$ cat config.mk
export PLATFORM = sky130hd
export DESIGN_NAME = pool_sched_flat
export DESIGN_NICKNAME = d
export VERILOG_FILES = /design/src/rtl/pool_pkg.sv /design/src/rtl/pool_sched_if.sv /design/src/rtl/pool_addr_gen.sv /design/src/rtl/pool_sched.sv /design/src/flat_wrapper.sv
export SDC_FILE = /design/constraint.sdc
export NUM_CORES = 1
export LEC_CHECK = 0
export CORE_MARGIN = 2
export CORE_UTILIZATION = 58
export DETAILED_ROUTE_END_ITERATION = 8
export GPL_ROUTABILITY_DRIVEN = 1
export PLACE_DENSITY = 0.83
export SYNTH_ARGS = -nofsm -noshare
export SYNTH_HDL_FRONTEND = slang
export SYNTH_SLANG_ARGS = --single-unit
export TNS_END_PERCENT = 100
$ cat constraint.sdc
create_clock -name clk -period 6.4 [get_ports clk]
set_input_delay 1.28 -clock clk [delete_from_list [all_inputs] [get_ports clk]]
set_output_delay 1.28 -clock clk [all_outputs]
set_load 0.05 [all_outputs]
$ cat src/rtl/pool_pkg.sv
// Shared types and constants for the 2x2 pooling read scheduler.
package pool_pkg;

  localparam int unsigned WIN_SIZE  = 2;
  localparam int unsigned WIN_ELEMS = WIN_SIZE * WIN_SIZE;
  localparam int unsigned ELEM_W    = 2;

  typedef enum logic [2:0] {
    IDLE,
    WAIT,
    ISSUE,
    GAP,
    DONE
  } pool_sched_state_t;

  // Offset of element 0..3 inside a window: bit 1 selects the lower row.
  function automatic int unsigned elem_offset(input logic [ELEM_W-1:0] elem,
                                              input int unsigned       map_w);
    return (elem[1] ? map_w : 32'd0) + {31'd0, elem[0]};
  endfunction

endpackage

$ cat src/rtl/pool_sched_if.sv
// Control and source-RAM read port of the pooling scheduler.
interface pool_sched_if #(
  parameter int unsigned ADDR_WIDTH = 7,
  parameter int unsigned WIN_W      = 4
);
  logic                  go;
  logic                  abort;
  logic                  pool_bsy;
  logic                  src_rd_en;
  logic [ADDR_WIDTH-1:0] src_rd_addr;
  logic                  pool_strt;
  logic [WIN_W-1:0]      win_cnt;
  logic                  busy;
  logic                  done;

  modport master (
    input  go, abort, pool_bsy,
    output src_rd_en, src_rd_addr, pool_strt, win_cnt, busy, done
  );

  modport slave (
    output go, abort, pool_bsy,
    input  src_rd_en, src_rd_addr, pool_strt, win_cnt, busy, done
  );
endinterface

$ cat src/rtl/pool_addr_gen.sv
// Window base tracking (column/row pair counters) and registered element address.
module pool_addr_gen
  import pool_pkg::*;
#(
  parameter int unsigned MAP_W      = 8,
  parameter int unsigned MAP_H      = 8,
  parameter int unsigned ADDR_WIDTH = 7
) (
  input  logic                  clk,
  input  logic                  rst,
  input  logic                  clr,
  input  logic                  adv,
  input  logic                  issue_d,
  input  logic [ELEM_W-1:0]     elem_d,
  output logic                  last_win_c,
  output logic [ADDR_WIDTH-1:0] addr
);

  localparam int unsigned CP_N = MAP_W / WIN_SIZE;
  localparam int unsigned RP_N = MAP_H / WIN_SIZE;
  localparam int unsigned CP_W = (CP_N > 1) ? $clog2(CP_N) : 1;
  localparam int unsigned RP_W = (RP_N > 1) ? $clog2(RP_N) : 1;

  logic [ADDR_WIDTH-1:0] base_q, base_d;
  logic [ADDR_WIDTH-1:0] addr_q, addr_d;
  logic [CP_W-1:0]       cp_q, cp_d;
  logic [RP_W-1:0]       rp_q, rp_d;
  logic                  last_col_c;
  logic                  last_row_c;

  assign last_col_c = (cp_q == CP_W'(CP_N - 1));
  assign last_row_c = (rp_q == RP_W'(RP_N - 1));
  assign last_win_c = last_col_c && last_row_c;
  assign addr       = addr_q;

  // Incremental base: +2 along a row pair, +MAP_W+2 to jump to the next row pair.
  always_comb begin
    base_d = base_q;
    cp_d   = cp_q;
    rp_d   = rp_q;
    addr_d = '0;
    if (clr) begin
      base_d = '0;
      cp_d   = '0;
      rp_d   = '0;
    end else if (adv) begin
      if (last_col_c) begin
        cp_d   = '0;
        rp_d   = rp_q + RP_W'(1);
        base_d = base_q + ADDR_WIDTH'(MAP_W + 2);
      end else begin
        cp_d   = cp_q + CP_W'(1);
        base_d = base_q + ADDR_WIDTH'(2);
      end
    end
    if (issue_d) begin
      addr_d = base_d + ADDR_WIDTH'(elem_offset(elem_d, MAP_W));
    end
  end

  always_ff @(posedge clk) begin
    if (rst) begin
      base_q <= '0;
      cp_q   <= '0;
      rp_q   <= '0;
      addr_q <= '0;
    end else begin
      base_q <= base_d;
      cp_q   <= cp_d;
      rp_q   <= rp_d;
      addr_q <= addr_d;
    end
  end

endmodule

$ cat src/rtl/pool_sched.sv
// Frame scheduler: walks 2x2 pooling windows over a feature map and issues
// four source-RAM reads per window, honouring pool unit back-pressure between windows.
module pool_sched
  import pool_pkg::*;
#(
  parameter int unsigned MAP_W      = 8,
  parameter int unsigned MAP_H      = 8,
  parameter int unsigned ADDR_WIDTH = 7
) (
  input  logic        clk,
  input  logic        rst,
  pool_sched_if.master bus
);

  localparam int unsigned NWIN  = (MAP_W * MAP_H) / WIN_ELEMS;
  localparam int unsigned WIN_W = (NWIN > 1) ? $clog2(NWIN) : 1;

  pool_sched_state_t     state_q, state_d;
  logic [ELEM_W-1:0]     elem_q, elem_d;
  logic [WIN_W-1:0]      win_q, win_d;
  logic                  adv_c;
  logic                  clr_c;
  logic                  last_win_c;
  logic                  rd_en_q, rd_en_d;
  logic                  strt_q, strt_d;
  logic                  busy_q, busy_d;
  logic                  done_q, done_d;
  logic [ADDR_WIDTH-1:0] rd_addr;

  pool_addr_gen #(
    .MAP_W      (MAP_W),
    .MAP_H      (MAP_H),
    .ADDR_WIDTH (ADDR_WIDTH)
  ) u_addr_gen (
    .clk        (clk),
    .rst        (rst),
    .clr        (clr_c),
    .adv        (adv_c),
    .issue_d    (rd_en_d),
    .elem_d     (elem_d),
    .last_win_c (last_win_c),
    .addr       (rd_addr)
  );

  // Next state; outputs are registered from the next-state view so they align with the state.
  always_comb begin
    state_d = state_q;
    elem_d  = '0;
    adv_c   = 1'b0;
    unique case (state_q)
      IDLE:  if (bus.go) state_d = bus.pool_bsy ? WAIT : ISSUE;
      WAIT:  if (!bus.pool_bsy) state_d = ISSUE;
      ISSUE: begin
        if (elem_q == ELEM_W'(WIN_ELEMS - 1)) begin
          state_d = last_win_c ? DONE : GAP;
        end else begin
          elem_d = elem_q + ELEM_W'(1);
        end
      end
      GAP: begin
        adv_c   = 1'b1;
        state_d = bus.pool_bsy ? WAIT : ISSUE;
      end
      DONE:    state_d = IDLE;
      default: state_d = IDLE;
    endcase
    if (bus.abort) begin
      state_d = IDLE;
      elem_d  = '0;
      adv_c   = 1'b0;
    end
    clr_c   = (state_q == IDLE) || (state_d == IDLE);
    win_d   = clr_c ? '0 : (adv_c ? win_q + WIN_W'(1) : win_q);
    rd_en_d = (state_d == ISSUE);
    strt_d  = rd_en_d && (elem_d == '0);
    busy_d  = (state_d != IDLE);
    done_d  = (state_d == DONE);
  end

  always_ff @(posedge clk) begin
    if (rst) begin
      state_q <= IDLE;
      elem_q  <= '0;
      win_q   <= '0;
      rd_en_q <= 1'b0;
      strt_q  <= 1'b0;
      busy_q  <= 1'b0;
      done_q  <= 1'b0;
    end else begin
      state_q <= state_d;
      elem_q  <= elem_d;
      win_q   <= win_d;
      rd_en_q <= rd_en_d;
      strt_q  <= strt_d;
      busy_q  <= busy_d;
      done_q  <= done_d;
    end
  end

  assign bus.src_rd_en   = rd_en_q;
  assign bus.src_rd_addr = rd_addr;
  assign bus.pool_strt   = strt_q;
  assign bus.win_cnt     = win_q;
  assign bus.busy        = busy_q;
  assign bus.done        = done_q;

endmodule

$ cat src/flat_wrapper.sv
// flat-port wrapper written by rule: the top's interface ports become plain ports
module pool_sched_flat import pool_pkg::*;
#(
  parameter int unsigned MAP_W      = 8,
  parameter int unsigned MAP_H      = 8,
  parameter int unsigned ADDR_WIDTH = 7
)
  (clk, rst, bus_go, bus_abort, bus_pool_bsy, bus_src_rd_en, bus_src_rd_addr, bus_pool_strt, bus_win_cnt, bus_busy, bus_done);
  pool_sched_if #(.ADDR_WIDTH(ADDR_WIDTH), .WIN_W(($clog2((MAP_W * MAP_H / 4))))) bus_i ();
  input  logic clk;
  input  logic rst;
  input wire logic [$bits(bus_i.go)-1:0] bus_go;
  input wire logic [$bits(bus_i.abort)-1:0] bus_abort;
  input wire logic [$bits(bus_i.pool_bsy)-1:0] bus_pool_bsy;
  output wire logic [$bits(bus_i.src_rd_en)-1:0] bus_src_rd_en;
  output wire logic [$bits(bus_i.src_rd_addr)-1:0] bus_src_rd_addr;
  output wire logic [$bits(bus_i.pool_strt)-1:0] bus_pool_strt;
  output wire logic [$bits(bus_i.win_cnt)-1:0] bus_win_cnt;
  output wire logic [$bits(bus_i.busy)-1:0] bus_busy;
  output wire logic [$bits(bus_i.done)-1:0] bus_done;
  assign bus_i.go = bus_go;
  assign bus_i.abort = bus_abort;
  assign bus_i.pool_bsy = bus_pool_bsy;
  assign bus_src_rd_en = bus_i.src_rd_en;
  assign bus_src_rd_addr = bus_i.src_rd_addr;
  assign bus_pool_strt = bus_i.pool_strt;
  assign bus_win_cnt = bus_i.win_cnt;
  assign bus_busy = bus_i.busy;
  assign bus_done = bus_i.done;
  pool_sched #(.MAP_W(MAP_W), .MAP_H(MAP_H), .ADDR_WIDTH(ADDR_WIDTH)) u_core (.clk(clk), .rst(rst), .bus(bus_i));
endmodule
**After elaboration in Yosys (flattened, before gate mapping)**

Cells that the tools add are included.

- Output and inout bits: 15
- Word-level logic and storage cells: 55
- Flip-flop bits (word level): 31
- Bits of input ports: 5

- Mux-type cells: 17
- Add/sub/neg operators: 8
- Bitwise logic cells: 1
- Reduce and logical (&&, ||, !) cells: 10
- Equal/unequal tests: 8

Operators with widths:

| operator | number |
|---|---|
| $mux 7 | 3 |
| $mux 3 | 5 |
| $pmux 3 s4 | 1 |
| $mux 2 | 5 |
| $eq 3x2->1 const B | 3 |
| $add 7x2->7 const B | 1 |
| $add 7x4->7 const B | 1 |
| $add 7x5->7 | 1 |
| $add 2x1->2 const B | 3 |
| $eq 2x2->1 const B | 3 |
| $logic_not 3->1 | 2 |
| $add 4x1->5 | 1 |
| $add 4x1->4 const B | 1 |
| $mux 4 | 1 |
| $reduce_or 2->1 | 2 |
| $eq 3x1->1 const B | 1 |
| $eq 3x3->1 const B | 1 |
| $reduce_bool 3->1 | 1 |
| $logic_and 1x1->1 | 2 |
| $logic_not 2->1 | 1 |
| $mux 1 | 2 |
| $reduce_and 2->1 | 1 |
| $logic_or 1x1->1 | 1 |
| $not 1->1 | 1 |

**Logic depth before layout (Yosys ltp)**

Gate-level depths: netlist of run 1.

- Depth in word-level cells: 10
- Gate-level depth with buffers: 12
- Gate-level depth less buffers: 12

**Hierarchy**

Synthesis of run 1 repeated with hierarchy kept, for this count alone.

- Cells, all modules: 167
- Area total of the unflattened synthesis: 1,532.7 µm²

Modules (own cells, without submodules):

| module | seq. area each (µm²) | cells each | times used | area each (µm²) |
|---|---|---|---|---|
| pool_addr_gen | 360.3 | 100 | 1 | 922.1 |
| pool_sched | 260.2 | 67 | 1 | 610.6 |

**Worst setup path before layout of run 1**

Ideal clock, no wire load.

- Kind: input port to flip-flop
- Start: input bus_abort
- End: register u_core.u_addr_gen.addr_q[5] (netlist: u_core.u_addr_gen.addr[5])
- Buffers on the path: 1
- Slack: 3.372 ns
- Arrival time: 2.894 ns
- Required time: 6.267 ns
- Stages on the path: 10
- Library setup time: 0.133 ns
- Cell sequence: nand4bb_4 -> buf_6 -> a21oi_1 -> nor2_1 -> ha_1 -> nand2_1 -> nor4bb_1 -> o32ai_2 -> xnor2_1 -> nor3_2

- Longest elaborated chain between the ends: 5
- Elaborated cells between the ends (all ways): 13
- Those cells by class: add/sub: 2; eq/ne: 1; mux: 6; bitwise: 1; reduce/logical: 3

Ends and longest elaborated chain:

| item | line | source |
|---|---|---|
| from (decl) | flat_wrapper.sv:13 | `input wire logic [$bits(bus_i.abort)-1:0] bus_abort;` |
| $mux 3 | pool_sched.sv:67 | `if (bus.abort) begin` |
| $logic_not 3->1 | pool_sched.sv:72 | `clr_c = (state_q == IDLE) \|\| (state_d == IDLE);` |
| $logic_or 1x1->1 | pool_sched.sv:72 |  |
| $mux 7 (*) | pool_addr_gen.sv:42 | `if (clr) begin` |
| named net u_core.u_addr_gen.base_d[3] | pool_addr_gen.sv:24 | `logic [ADDR_WIDTH-1:0] base_q, base_d;` |
| $add 7x5->7 (*) | pool_addr_gen.sv:57 | `addr_d = base_d + ADDR_WIDTH'(elem_offset(elem_d, MAP_W));` |
| to (signal assigned) | pool_addr_gen.sv:71 | `addr_q <= addr_d;` |
| to (decl) | pool_addr_gen.sv:25 | `logic [ADDR_WIDTH-1:0] addr_q, addr_d;` |

The timed path passes the listed nets; every way through them passes the cells marked *.
A chain may end at the register's enable or synchronous reset.

**Worst setup path in the final report of run 1**

Same ends and word-level chain as after synthesis.

==> impl_table.tex, run 1 <==
\begin{tabular}{lr}
\hline
Metric & Value \\
\hline
\multicolumn{2}{l}{\textbf{Floorplanning}} \\
\quad Die width & 55.1 um \\
\quad Core region area & 0.00248 mm\^{}2 \\
\quad Total Die Area & 0.00303 mm\^{}2 \\
\quad Count of boundary I/O pins & 20 \\
\quad Row Count & 18 \\
\quad Chip Height & 55.1 um \\
\quad Initial core utilization & 0.611 \\
\multicolumn{2}{l}{\textbf{STA}} \\
\quad Tcrit/Tclk final & 0.533 \\
\quad Clock skew after layout & 0.00430 ns \\
\quad Post-route worst setup slack & 2.99 ns \\
\quad Number of endpoints with negative hold slack in the final report & 0 \\
\quad Total Neg Setup Slack & 0 ns \\
\quad Max-slew headroom at the worst pin & 0.573 \\
\quad Max Clk Rate & 0.293 GHz \\
\quad Final setup viols & 0 \\
\quad Post-route minimum period & 3.41 ns \\
\quad Worst Tran Pin Value & 0.640 ns \\
\quad Setup repair after global routing missed its margin & no \\
\quad Number of pins exceeding their max-slew limit in the final report & 0 \\
\multicolumn{2}{l}{\textbf{GRT}} \\
\quad Via count of the first global-routing pass & 1,080 \\
\quad Maximum number of pins on one net before global-route repair & 16 \\
\quad Global-route wire length before repair & 4.66 mm \\
\quad Combined global-route utilization of all metal layers & 0.221 \\
\quad Initial antenna violation count & 0 \\
\quad Grt total ovfl & 0 \\
\multicolumn{2}{l}{\textbf{Routing}} \\
\quad Number of vias per cell & 5.52 \\
\quad Number of vias after detailed routing & 1,164 \\
\quad Detailed-router iteration count before antenna repair & 4 \\
\quad Routed wire length on met3 & 147 um \\
\quad DRC marker count from the first detailed-route iteration & 30 \\
\quad Highest metal layer used by the detailed router & met4 \\
\quad DRC viols & 0 \\
\quad M1 wire length & 1.24 mm \\
\quad Routed length per placed instance & 13.5 um \\
\quad Routed length on met2 & 1.42 mm \\
\quad Total length of routed wires & 2.86 mm \\
\quad Antenna Nets Post-Route & 0 \\
\multicolumn{2}{l}{\textbf{Synthesis}} \\
\quad Number of synthesis warnings & 0 \\
\quad Post-synthesis register bit count & 31 \\
\quad Total nets after synthesis & 174 \\
\quad Number of enable-type register cells in the synthesized netlist & 0 \\
\quad Share of async-settable or async-resettable flops after synthesis & 0 \\
\quad Yosys cell types & 43 \\
\quad Post-Syn Area & 0.00151 mm\^{}2 \\
\quad Mean area per synthesized cell & 9.45 um\^{}2 \\
\quad Portion of the post-synthesis area used by sequential elements & 0.410 \\
\quad Top FF cell, synth & sky130\_fd\_sc\_hd\_\_dfxtp\_1 \\
\quad Number of cells produced by synthesis & 160 \\
\multicolumn{2}{l}{\textbf{Flow run}} \\
\quad Number of max-capacitance violations reported & 0 \\
\multicolumn{2}{l}{\textbf{Layout}} \\
\quad Commonest non-fill, non-tap cell in the layout & sky130\_fd\_sc\_hd\_\_dfxtp\_1 \\
\quad Count of nets after finishing & 195 \\
\quad Share of final-layout standard cells stronger than drive strength 1 & 0.110 \\
\quad Layout overhead on the synthesized area & 15.6\% \\
\quad Finished layout cell area & 0.00175 mm\^{}2 \\
\quad Most frequent cells in the layout & sky130\_fd\_sc\_hd\_\_dfxtp\_1 (31), sky130\_fd\_sc\_hd\_\_nor2\_1 (23), sky130\_fd\_sc\_hd\_\_clkdlybuf4s50\_1 (19) \\
\quad Filler Cell Count & 189 \\
\quad FF/Latch Area & 621 um\^{}2 \\
\quad Non-filler instance count after layout & 211 \\
\quad \# diodes & 0 \\
\quad Total area of multi-input combinational cells & 820 um\^{}2 \\
\multicolumn{2}{l}{\textbf{CTS}} \\
\quad Clk sink count & 31 \\
\quad Clock-pin slew of the registers on the worst-case setup and hold paths & 0.09 ns \\
\quad CTS Hold Buffers Added & 0 \\
\quad Number of setup buffers added after CTS & 0 \\
\quad Later-pin clock latency in the skew report & 0.33 ns \\
\quad Clock Path Buffers & 2 \\
\quad Number of H-tree levels & 2 \\
\quad Clock Tree Root & sky130\_fd\_sc\_hd\_\_clkbuf\_4 \\
\quad TritonCTS clock tree & yes \\
\quad CTS resizes & 0 \\
\quad CTS buffer count & 5 \\
\multicolumn{2}{l}{\textbf{Placement}} \\
\quad Routability congestion estimate & 0.919 \\
\quad Placement Setup Slack & 2.66 ns \\
\quad Post-placement cell count & 204 \\
\quad Sum of net half-perimeters after detailed placement & 2.12 mm \\
\quad Placed instance area & 0.00169 mm\^{}2 \\
\quad \# port buffers & 19 \\
\multicolumn{2}{l}{\textbf{Power and ir drop}} \\
\quad Fraction of power consumed by sequential logic & 0.599 \\
\quad Clock group share of total power & 0.353 \\
\quad Internal & 0.251 mW \\
\quad Total power divided by cell area & 187 mW/mm\^{}2 \\
\quad VDD IR-drop max & 0.160 mV \\
\quad Switching power share of the total & 0.231 \\
\quad Sw power & 0.0755 mW \\
\quad Combinational share of power & 0.048 \\
\quad Leakage & 0.625 nW \\
\multicolumn{2}{l}{\textbf{Worst setup path}} \\
\quad Type of the worst setup path & primary input to flip-flop \\
\quad Arrival time of data at the critical path endpoint & 3.62 ns \\
\quad Worst Setup Start Kind & primary input \\
\quad Crit end category & flip-flop \\
\quad Required time worst endpoint & 6.61 ns \\
\quad Highest net fanout along the worst path & 12 \\
\multicolumn{2}{l}{\textbf{Hold path}} \\
\quad Worst hold path class & flip-flop to flip-flop \\
\multicolumn{2}{l}{\textbf{Run status}} \\
\quad Outcome & complete, no violations \\
\hline
\end{tabular}
==> path summary, 6_finish.rpt <==
kind / startpoint / to / slack (ns) / depth (start not counted)
worst max register to register: u_core.u_addr_gen.cp_q[0]$_SDFFE_PP0P_ / u_core.u_addr_gen.addr[5]$_SDFF_PP0_ / 3.70 / 12
worst min register to register: u_core.u_addr_gen.base_q[0]$_SDFF_PP0_ / u_core.u_addr_gen.base_q[0]$_SDFF_PP0_ / 0.46 / 2
worst min-delay path: u_core.u_addr_gen.base_q[0]$_SDFF_PP0_ / u_core.u_addr_gen.base_q[0]$_SDFF_PP0_ / 0.46 / 2
worst max-delay path: bus_abort / u_core.u_addr_gen.addr[5]$_SDFF_PP0_ / 2.99 / 10
==> cells by family after synthesis <==
| kind of cell | count (synthesis) | synth area share |
|---|---|---|
| AND/OR/NAND/NOR | 71 | 0.260 |
| flip-flops | 31 | 0.410 |
| AO/OA/AOI/OAI | 24 | 0.113 |
| XOR/XNOR | 12 | 0.0744 |
| buffers and inverters | 10 | 0.0480 |
| adder cells (fa/ha/maj) | 9 | 0.0744 |
| multiplexers | 3 | 0.0199 |
==> cells in the mapped netlist (4+ instances only) <==
| cell type | count | area (um^2) |
|---|---|---|
| sky130_fd_sc_hd__o21ai_0 | 4 | 20.0 |
| sky130_fd_sc_hd__nand3_1 | 5 | 25.0 |
| sky130_fd_sc_hd__buf_6 | 4 | 45.0 |
| sky130_fd_sc_hd__dfxtp_1 | 31 | 621 |
| sky130_fd_sc_hd__inv_1 | 4 | 15.0 |
| sky130_fd_sc_hd__a21oi_1 | 9 | 45.0 |
| sky130_fd_sc_hd__nor2_1 | 23 | 86.3 |
| sky130_fd_sc_hd__ha_1 | 9 | 113 |
| sky130_fd_sc_hd__nand2_1 | 18 | 67.6 |
| sky130_fd_sc_hd__xnor2_1 | 6 | 52.6 |
| sky130_fd_sc_hd__xor2_1 | 5 | 43.8 |
| sky130_fd_sc_hd__nor3_1 | 5 | 25.0 |
==> registers in the layout, indices dropped and copies added, names as in the netlist <==
name	count
u_core.state_q	3
u_core.u_addr_gen.rp_q	2
u_core.bus.src_rd_en	1
u_core.bus.pool_strt	1
u_core.bus.done	1
u_core.bus.busy	1
u_core.u_addr_gen.base_q	7
u_core.bus.win_cnt	4
u_core.u_addr_gen.cp_q	2
u_core.u_addr_gen.addr	7
u_core.elem_q	2
==> layout make-up <==
type,count,area share
inverters,5,0.0136
well taps,30,0.0215
repair buffers,19,0.109
flip-flops and latches,31,0.355
clock inverters,1,0.00286
multi-input cells,119,0.469
clock buffers,6,0.0293
==> stage by stage <==
step	hold slack, ns	util	power (mW)
finish	0.457	0.706	0.327
global route	0.472	0.706	0.339
CTS	0.460	0.706	0.329
detailed placement	0.446	0.683	0.216
global placement	0.433	0.683	0.216
floorplan	0.416	-	0.211
==> critical path, stage by stage <==
cell	delay, ns
sky130_fd_sc_hd__clkdlybuf4s50_1	0.47
sky130_fd_sc_hd__nand4bb_4	0.36
sky130_fd_sc_hd__a21oi_1	0.26
sky130_fd_sc_hd__nor2_1	0.06
sky130_fd_sc_hd__ha_1	0.35
sky130_fd_sc_hd__nand2_1	0.09
sky130_fd_sc_hd__nor4bb_1	0.37
sky130_fd_sc_hd__o32ai_2	0.14
sky130_fd_sc_hd__xnor2_1	0.18
sky130_fd_sc_hd__nor3_2	0.05
==> power by group through the flow <==
stage	Sequential (mW)	Clock [mW]	Combinational (mW)
after floorplan	0.202	0	0.00855
after global placement	0.200	0	0.0155
after detailed placement	0.200	0	0.0158
after CTS	0.196	0.118	0.0158
after global routing	0.196	0.126	0.0172
final	0.196	0.115	0.0158
==> per-layer routing <==
| metal | global-route usage | vias up |
|---|---|---|
| met5 | 0 | - |
| met4 | 0.106 | 0 |
| met3 | 0.0618 | 7 |
| met2 | 0.381 | 31 |
| met1 | 0.251 | 536 |
| li1 | - | 590 |
(Power assumes the default switching activity.)
==> inputs of run 2 (changes only) <==
--- a/config.mk
+++ b/config.mk
@@ -6,10 +6,10 @@
 export NUM_CORES = 1
 export LEC_CHECK = 0
 export CORE_MARGIN = 2
-export CORE_UTILIZATION = 58
+export CORE_UTILIZATION = 54
 export DETAILED_ROUTE_END_ITERATION = 8
 export GPL_ROUTABILITY_DRIVEN = 1
-export PLACE_DENSITY = 0.83
+export PLACE_DENSITY = 0.78
 export SYNTH_ARGS = -nofsm -noshare
 export SYNTH_HDL_FRONTEND = slang
 export SYNTH_SLANG_ARGS = --single-unit
==> constraint.sdc (replaced) <==
create_clock -name clk -period 3.4 [get_ports clk]
set_input_delay 0.68 -clock clk [delete_from_list [all_inputs] [get_ports clk]]
set_output_delay 0.68 -clock clk [all_outputs]
set_load 0.05 [all_outputs]
==> impl_table.tex, run 2 (synthesized netlist as in run 1, its figures left out) <==
\begin{tabular}{lr}
\hline
Metric & Value \\
\hline
\multicolumn{2}{l}{\textbf{Run status}} \\
\quad Outcome & complete, no violations \\
\multicolumn{2}{l}{\textbf{Routing}} \\
\quad Routed wire length on met3 & 179 um \\
\quad DRC viols & 0 \\
\quad Number of vias after detailed routing & 1,192 \\
\quad DRC marker count from the first detailed-route iteration & 31 \\
\quad Number of vias per cell & 5.60 \\
\quad Highest metal layer used by the detailed router & met4 \\
\quad Detailed-router iteration count before antenna repair & 4 \\
\quad M1 wire length & 1.26 mm \\
\quad Total length of routed wires & 2.96 mm \\
\quad Antenna Nets Post-Route & 0 \\
\quad Routed length on met2 & 1.44 mm \\
\quad Routed length per placed instance & 13.9 um \\
\multicolumn{2}{l}{\textbf{CTS}} \\
\quad Clk sink count & 31 \\
\quad Clock-pin slew of the registers on the worst-case setup and hold paths & 0.11 ns \\
\quad Number of setup buffers added after CTS & 0 \\
\quad CTS resizes & 0 \\
\quad Number of H-tree levels & 2 \\
\quad Clock Tree Root & sky130\_fd\_sc\_hd\_\_clkbuf\_4 \\
\quad TritonCTS clock tree & yes \\
\quad Clock Path Buffers & 2 \\
\quad CTS buffer count & 5 \\
\quad Later-pin clock latency in the skew report & 0.35 ns \\
\quad CTS Hold Buffers Added & 0 \\
\multicolumn{2}{l}{\textbf{GRT}} \\
\quad Maximum number of pins on one net before global-route repair & 16 \\
\quad Combined global-route utilization of all metal layers & 0.208 \\
\quad Initial antenna violation count & 0 \\
\quad Global-route wire length before repair & 5.02 mm \\
\quad Grt total ovfl & 0 \\
\quad Via count of the first global-routing pass & 1,155 \\
\multicolumn{2}{l}{\textbf{STA}} \\
\quad Number of endpoints with negative hold slack in the final report & 0 \\
\quad Number of pins exceeding their max-slew limit in the final report & 0 \\
\quad Post-route minimum period & 2.81 ns \\
\quad Tcrit/Tclk final & 0.826 \\
\quad Worst hold slack & 0.463 ns \\
\quad Worst Tran Pin Value & 0.586 ns \\
\quad Setup repair after global routing missed its margin & no \\
\quad Max-slew headroom at the worst pin & 0.609 \\
\quad Max Clk Rate & 0.356 GHz \\
\quad Total Neg Setup Slack & 0 ns \\
\quad Clock skew after layout & 0.0143 ns \\
\quad Final setup viols & 0 \\
\multicolumn{2}{l}{\textbf{Layout}} \\
\quad Total area of multi-input combinational cells & 820 um\^{}2 \\
\quad \# diodes & 0 \\
\quad Share of final-layout standard cells stronger than drive strength 1 & 0.115 \\
\quad Layout overhead on the synthesized area & 17.6\% \\
\quad FF/Latch Area & 621 um\^{}2 \\
\quad Count of nets after finishing & 195 \\
\quad Most frequent cells in the layout & sky130\_fd\_sc\_hd\_\_dfxtp\_1 (31), sky130\_fd\_sc\_hd\_\_nor2\_1 (23), sky130\_fd\_sc\_hd\_\_clkdlybuf4s50\_1 (19) \\
\quad Commonest non-fill, non-tap cell in the layout & sky130\_fd\_sc\_hd\_\_dfxtp\_1 \\
\quad Filler Cell Count & 254 \\
\multicolumn{2}{l}{\textbf{Floorplanning}} \\
\quad Row Count & 19 \\
\quad Core region area & 0.00271 mm\^{}2 \\
\quad Initial core utilization & 0.558 \\
\quad Chip Height & 56.9 um \\
\quad Die width & 56.9 um \\
\quad Count of boundary I/O pins & 20 \\
\quad Total Die Area & 0.00324 mm\^{}2 \\
\multicolumn{2}{l}{\textbf{Power and ir drop}} \\
\quad VDD IR-drop max & 0.452 mV \\
\quad Total power divided by cell area & 395 mW/mm\^{}2 \\
\quad Leakage & 0.639 nW \\
\quad Power consumption & 0.703 mW \\
\multicolumn{2}{l}{\textbf{Worst setup path}} \\
\quad Highest net fanout along the worst path & 12 \\
\quad Arrival time of data at the critical path endpoint & 3.04 ns \\
\quad Crit end category & flip-flop \\
\quad Type of the worst setup path & primary input to flip-flop \\
\quad Required time worst endpoint & 3.63 ns \\
\quad Worst Setup Start Kind & primary input \\
\multicolumn{2}{l}{\textbf{Flow run}} \\
\quad Number of max-capacitance violations reported & 0 \\
\multicolumn{2}{l}{\textbf{Placement}} \\
\quad \# port buffers & 19 \\
\quad Routability congestion estimate & 0.876 \\
\quad Sum of net half-perimeters after detailed placement & 2.15 mm \\
\multicolumn{2}{l}{\textbf{Hold path}} \\
\quad Worst hold path class & flip-flop to flip-flop \\
\hline
\end{tabular}
run 2: per-layer routing:
metal	global-route usage	vias up
li1	-	594
met1	0.232	558
met2	0.333	33
met3	0.0783	7
met4	0.133	0
met5	0	-
run 2: layout make-up:
type	instances	area share
clock inverters	2	0.0197
well taps	31	0.0218
clock buffers	6	0.0288
repair buffers	19	0.107
flip-flops and latches	31	0.349
inverters	5	0.0134
multi-input cells	119	0.461
run 2: worst max-delay path, cell delays in order:
cell	delay, ns
sky130_fd_sc_hd__clkdlybuf4s50_1	0.47
sky130_fd_sc_hd__nand4bb_4	0.38
sky130_fd_sc_hd__a21oi_1	0.29
sky130_fd_sc_hd__nor2_1	0.10
sky130_fd_sc_hd__ha_1	0.36
sky130_fd_sc_hd__nand2_1	0.08
sky130_fd_sc_hd__nor4bb_1	0.32
sky130_fd_sc_hd__o32ai_2	0.12
sky130_fd_sc_hd__xnor2_1	0.18
sky130_fd_sc_hd__nor3_2	0.05
run 2: path summary, 6_finish.rpt:
path	cells after the start	slack, ns	end	start
worst max register to register	12	0.66	u_core.u_addr_gen.addr[5]$_SDFF_PP0_	u_core.u_addr_gen.cp_q[0]$_SDFFE_PP0P_
worst min register to register	2	0.46	u_core.u_addr_gen.base_q[0]$_SDFF_PP0_	u_core.u_addr_gen.base_q[0]$_SDFF_PP0_
worst max-delay path	10	0.59	u_core.u_addr_gen.addr[5]$_SDFF_PP0_	bus_abort
worst min-delay path	2	0.46	u_core.u_addr_gen.base_q[0]$_SDFF_PP0_	u_core.u_addr_gen.base_q[0]$_SDFF_PP0_
run 2: metrics by stage:
| stage | utilization | setup WS (ns) | cells | instance area (um^2) |
|---|---|---|---|---|
| after floorplan | - | 0.962 | 160 | 1510 |
| after global placement | 0.625 | 0.373 | 205 | 1690 |
| after detailed placement | 0.625 | 0.265 | 205 | 1690 |
| after CTS | 0.657 | 0.644 | 213 | 1780 |
| after global routing | 0.657 | 0.429 | 213 | 1780 |
| final | 0.657 | 0.592 | 213 | 1780 |
run 2: power by group:
part           switching (mW)  internal (mW)
Combinational          0.0177         0.0123
Clock                   0.131          0.174
Sequential            0.00291          0.365
